$ cat config.mk
export PLATFORM = sky130hd
export DESIGN_NAME = shift_right_unit
export DESIGN_NICKNAME = d
export VERILOG_FILES = /design/src/rtl/shift_pkg.sv /design/src/rtl/shift_right_step.sv /design/src/rtl/shift_right_unit.sv
export SDC_FILE = /design/constraint.sdc
export NUM_CORES = 1
export LEC_CHECK = 0
export ABC_AREA = 1
export CORE_MARGIN = 4
export CORE_UTILIZATION = 45
export CTS_CLUSTER_SIZE = 14
export DETAILED_ROUTE_END_ITERATION = 8
export DONT_BUFFER_PORTS = 1
export GPL_ROUTABILITY_DRIVEN = 0
export GPL_TIMING_DRIVEN = 0
export PLACE_DENSITY = 0.72
export SLEW_MARGIN = 5
export SYNTH_ARGS = -nofsm -noshare
export SYNTH_HDL_FRONTEND = slang
export SYNTH_HIERARCHICAL = 1
export SYNTH_SLANG_ARGS = --single-unit
$ cat constraint.sdc
create_clock -name Clk -period 2 [get_ports Clk]
set_input_delay 0.2 -clock Clk [delete_from_list [all_inputs] [get_ports Clk]]
set_output_delay 0.2 -clock Clk [all_outputs]
set_load 0.03 [all_outputs]
$ cat src/rtl/shift_pkg.sv
// Shared types and constants for the right-shift execution unit.
package shift_pkg;

    localparam int unsigned DEF_WIDTH   = 32;
    localparam int unsigned DEF_SHAMT_W = 5;

    typedef enum logic [1:0] {
        IDLE  = 2'd0,
        SHIFT = 2'd1,
        DONE  = 2'd2
    } state_t;

    localparam logic SH_LOGICAL = 1'b0;
    localparam logic SH_ARITH   = 1'b1;

endpackage

$ cat src/rtl/shift_right_step.sv
// Combinational right shift by k with a selectable fill bit; k >= WIDTH yields all fill.
module shift_right_step #(
    parameter int unsigned WIDTH = 32,
    parameter int unsigned K_W   = 6
) (
    input  logic [WIDTH-1:0] data_in,
    input  logic [K_W-1:0]   k,
    input  logic             fill,
    output logic [WIDTH-1:0] data_out
);

    logic [WIDTH-1:0] ones;
    logic [WIDTH-1:0] fill_mask;

    always_comb begin
        ones      = '1;
        // Bits vacated by the shift are the complement of the shifted all-ones mask.
        fill_mask = ~(ones >> k);
        data_out  = (data_in >> k) | ({WIDTH{fill}} & fill_mask);
    end

endmodule

$ cat src/rtl/shift_right_unit.sv
// Multi-cycle right-shift unit (SRL/SRA/SRLV/SRAV) for the EX stage.
// Define SHIFT_RIGHT_FAST_EN for a single-cycle barrel-shift build.
module shift_right_unit
    import shift_pkg::*;
#(
    parameter int unsigned WIDTH   = DEF_WIDTH,
    parameter int unsigned SHAMT_W = DEF_SHAMT_W,
    parameter int unsigned STEP    = 1
) (
    input  logic               Clk,
    input  logic               Rst,
    input  logic               start,
    input  logic               flush,
    input  logic [WIDTH-1:0]   in_data,
    input  logic [SHAMT_W-1:0] shamt,
    input  logic               arith,
    output logic [WIDTH-1:0]   result,
    output logic               busy,
    output logic               done
);

    localparam int unsigned K_W = SHAMT_W + 1;

    state_t             state_q,  state_d;
    logic [WIDTH-1:0]   data_q,   data_d;
    logic [SHAMT_W-1:0] cnt_q,    cnt_d;
    logic               arith_q,  arith_d;
    logic [WIDTH-1:0]   result_q, result_d;

    logic [K_W-1:0]     step_k;
    logic               step_fill;
    logic [WIDTH-1:0]   step_out;

`ifdef SHIFT_RIGHT_FAST_EN
    always_comb begin
        step_k    = {1'b0, shamt};
        step_fill = (arith == SH_ARITH) & in_data[WIDTH-1];
    end
`else
    localparam logic [K_W-1:0] STEP_K = K_W'(STEP);

    logic [SHAMT_W-1:0] cnt_rem;

    // Clamp the step to the remaining count so cnt never underflows.
    always_comb begin
        if ({1'b0, cnt_q} < STEP_K) begin
            step_k = {1'b0, cnt_q};
        end else begin
            step_k = STEP_K;
        end
        step_fill = (arith_q == SH_ARITH) & data_q[WIDTH-1];
        cnt_rem   = cnt_q - step_k[SHAMT_W-1:0];
    end
`endif

    shift_right_step #(
        .WIDTH (WIDTH),
        .K_W   (K_W)
    ) u_step (
`ifdef SHIFT_RIGHT_FAST_EN
        .data_in  (in_data),
`else
        .data_in  (data_q),
`endif
        .k        (step_k),
        .fill     (step_fill),
        .data_out (step_out)
    );

    always_comb begin
        state_d  = state_q;
        data_d   = data_q;
        cnt_d    = cnt_q;
        arith_d  = arith_q;
        result_d = result_q;

        unique case (state_q)
            IDLE, DONE: begin
                if (flush) begin
                    state_d = IDLE;
                end else if (start) begin
                    data_d  = in_data;
                    cnt_d   = shamt;
                    arith_d = arith;
`ifdef SHIFT_RIGHT_FAST_EN
                    result_d = step_out;
                    state_d  = DONE;
`else
                    if (shamt == '0) begin
                        result_d = in_data;
                        state_d  = DONE;
                    end else begin
                        state_d = SHIFT;
                    end
`endif
                end else begin
                    state_d = IDLE;
                end
            end
            SHIFT: begin
`ifdef SHIFT_RIGHT_FAST_EN
                state_d = IDLE;
`else
                if (flush) begin
                    state_d = IDLE;
                end else begin
                    data_d = step_out;
                    cnt_d  = cnt_rem;
                    if (cnt_rem == '0) begin
                        result_d = step_out;
                        state_d  = DONE;
                    end
                end
`endif
            end
            default: state_d = IDLE;
        endcase
    end

    always_ff @(posedge Clk or posedge Rst) begin
        if (Rst) begin
            state_q  <= IDLE;
            data_q   <= '0;
            cnt_q    <= '0;
            arith_q  <= SH_LOGICAL;
            result_q <= '0;
        end else begin
            state_q  <= state_d;
            data_q   <= data_d;
            cnt_q    <= cnt_d;
            arith_q  <= arith_d;
            result_q <= result_d;
        end
    end

    assign result = result_q;
    assign busy   = (state_q == SHIFT);
    assign done   = (state_q == DONE);

endmodule

==> flow_metrics.env <==
export IMPL_status="finished with violations"
export IMPL_failed_checks="setup timing"
export IMPL_drv_cap=0
export IMPL_yosys_top_cells_count="nand2_1 (291), nand3_1 (172), dfrtp_1 (72), nor2_1 (55), inv_1 (42)"
export IMPL_antenna_found_initial=0
export IMPL_drc=0
export IMPL_grt_pass1_wl_um=32290
export IMPL_max_stage_delay_ns=0.42
export IMPL_cp_startpoint="cnt_q[3]"
export IMPL_path_cells="inv_2, nand4_1, buf_6, buf_12, nand2_1, o211ai_1, nand3_1, nand2_1, a21oi_2, nand3_1, nand2_1, nand2_1, nand3_1, nand2_1"
export IMPL_synth_edf_count=0
export IMPL_r2r_start="cnt_q[3]"
export IMPL_cts_tree="yes"
export IMPL_vdd_drop_max_mv=0.8602
export IMPL_vias=6865
export IMPL_cts_buffer_depth=2
export IMPL_hold_viol=0
export IMPL_tightest_slew_ns=0.8263
export IMPL_vias_per_cell=6.321
export IMPL_hold_ws_ns=0.01597
export IMPL_end_kind="flop"
export IMPL_fin_skew_ns=0.004524
export IMPL_p_leak_nw=3.694
export IMPL_hold_path_class="in -> reg"
export IMPL_n_fill_cell=1001
export IMPL_rows=40
export IMPL_crit_path_max_fanout=9
export IMPL_post_place_ws_ns=-0.3020
export IMPL_yosysMostFrequentCell="nand2_1"
export IMPL_drt_iter0_drc=1017
export IMPL_die_w_um=118.6
export IMPL_start_util_pct=45.81
export IMPL_cts_made_buffers=9
export IMPL_max_freq_ghz=0.4399
export IMPL_dr_pass1_iters=9
export IMPL_ys_warn_count=6
export IMPL_crit_slowest_cell="dfrtp_1"
export IMPL_grt_max_degree=38
export IMPL_synth_cell_types=39
export IMPL_wire_per_inst_um=20.45
export IMPL_yosys_top_cells_area="dfrtp_1 (33%), nand2_1 (20%), nand3_1 (16%), a31oi_1 (3.9%), nor2_1 (3.8%)"
export IMPL_setup_ws_ns=-0.2735
export IMPL_postSynthAreaPerCell_um2=6.520
export IMPL_reg2reg_depth=14
export IMPL_timing_rr_end="result[9]"
export IMPL_cp_start_kind="flop"
export IMPL_clock_latency_ns=0.34
export IMPL_fin_nets=977
export IMPL_layout_drive_gt1_share_pct=32.59
export IMPL_power_density_nw_per_um2=1343
export IMPL_areaGrowthSynthToFinish_pct=35.61
export IMPL_clk_pin_slew_ns=0.06
export IMPL_yosys_area_top_type="dfrtp_1"
export IMPL_total_power_mw=10.02
export IMPL_r2r_slack_ns=-0.27
export IMPL_postRouteAntennaNets=0
export IMPL_cts_max_level=3
export IMPL_core_area_um2=12010
export IMPL_cts_root_buf="clkbuf_16"
export IMPL_die_h_um=118.6
export IMPL_tns_ns=-7.981
export IMPL_globalRouteTotalUtil_pct=28.89
export IMPL_fin_crit_ns=2.273
export IMPL_slew_headroom_pct=44.79
export IMPL_critPathCapture="result[9]"
export IMPL_cp_common_cell="nand2_1"
export IMPL_ioPinCount=76
export IMPL_final_setup_viol_count=63
export IMPL_ys_seq_area_share_pct=32.74
export IMPL_place_hpwl_um=14390
export IMPL_ys_async_sr_fraction_pct=100.0
export IMPL_io_buffers=0
export IMPL_rsz0062_at_grt="true"
export IMPL_die_area_um2=14060
export IMPL_wirelength_um=22210
export IMPL_cts_sinks=72
export IMPL_grt_overflow=0
export IMPL_synth_ff_type="dfrtp_1"
export IMPL_grt_pass1_vias=6346
export IMPL_critPathRequiredTime_ns=2.23
export IMPL_syn_inst=844
export IMPL_crit_type="reg -> reg"
export IMPL_dp_cells=1005
export IMPL_ys_ff_latch=72
export IMPL_final_cell_count_no_fill=1086
export IMPL_hold_path_depth=2
export IMPL_synth_area_um2=5503
export IMPL_min_period_over_period_pct=113.7
export IMPL_drv_slew=0
export IMPL_critPathArrivalTime_ns=2.50
export IMPL_synthDominantCellAreaShare_pct=32.74
export IMPL_diodes=0
## stage by stage
step,instance area (um^2),util (%)
3_5_place_dp,5759,47.95
5_1_grt,7462,62.13
2_1_floorplan,5555,-
6_report,7462,62.13
3_3_place_gp,5739,47.78
4_1_cts,6807,56.67
## cell families (layout without fill, tap and decap cells)
logic type / after synthesis / in the layout / synth area share (%)
and+or+nand+nor: 543 / 544 / 42.97
AOI/OAI and AO/OA: 122 / 122 / 13.96
buffers and inverters: 104 / 185 / 9.823
DFF: 72 / 72 / 32.74
adders and majority gates: 1 / 1 / 0.2273
other: 1 / 14 / 0.06815
muxes: 1 / 1 / 0.2046
## sequential cells by signal (all words and copies together), names as in the netlist
| signal | count |
|---|---|
| state_q | 2 |
| cnt_q | 5 |
| data_q | 32 |
| result | 32 |
| arith_q | 1 |
## what timing repair did
action,in CTS,in global routing
hold endpoints to repair,37,0
resized for setup,111,100
buffers inserted,29,30
pin swaps,81,77
hold buffers,2,0
cloned,2,3
endpoints found under the setup margin,59,65
## placed cells by master (no fill, tap or decap), types with 7 or more instances in the layout
cell       Yosys  final
a21oi_1       17     14
a31oi_1       34     34
buf_2         21     18
buf_4         15     60
buf_6          9     17
buf_8          0      7
clkbuf_16      0     11
conb_1         1     14
dfrtp_1       72     72
inv_1         42     37
inv_2          7     11
nand2_1      291    229
nand2_2        1     52
nand2_4        2     13
nand3_1      172    106
nand3_2        1     64
nor2_1        55     53
o211ai_1      17     17
o21ai_0       25     20
o21ai_1       14      8
o21ai_2        3     13
## critical path: cells and delay by family, from the launching register on
kind	cells	cell delay (ns)
simple gates	9	0.98
buf+inv	3	0.51
flops	1	0.42
compound gates	2	0.25
## metal layers
metal	vias to the layer above	track usage [%]	wire length (um)	part of all wire, %
met5	-	0	0	0
met4	0	20.35	1763	7.9
met3	166	7.416	2671	12
met2	559	43.09	9725	44
met1	3134	36.30	8050	36
li1	3006	-	-	-
## cell type report
class,count,area [um^2],share of cell area (%)
Clock buffer,11,252.7,3.387
Timing Repair Buffer,66,621.8,8.333
Sequential cell,72,1802,24.14
Inverter,49,187.7,2.515
Multi-Input combinational cell,682,3925,52.60
Clock inverter,5,78.83,1.056
Tap cell,147,183.9,2.465
Buffer,54,410.4,5.500
## where the power goes
part / leakage, nW / internal (mW) / switching (mW)
combinational: 2.67 / 1.95 / 2.98
clock: 0.165 / 1.16 / 0.650
sequential: 0.858 / 2.07 / 1.21
total: 3.69 / 5.19 / 4.84
## how the worst min path moves through the flow
| stage | from | end |
|---|---|---|
| final | shamt[1] | cnt_q[1] |
| after global routing | arith | arith_q |
| after CTS | shamt[1] | cnt_q[1] |
| after detailed placement | Rst | result[19] |
| after global placement | flush | state_q[0] |
| after floorplan | flush | state_q[0] |
Note: power is estimated with default switching activity, not from simulation.
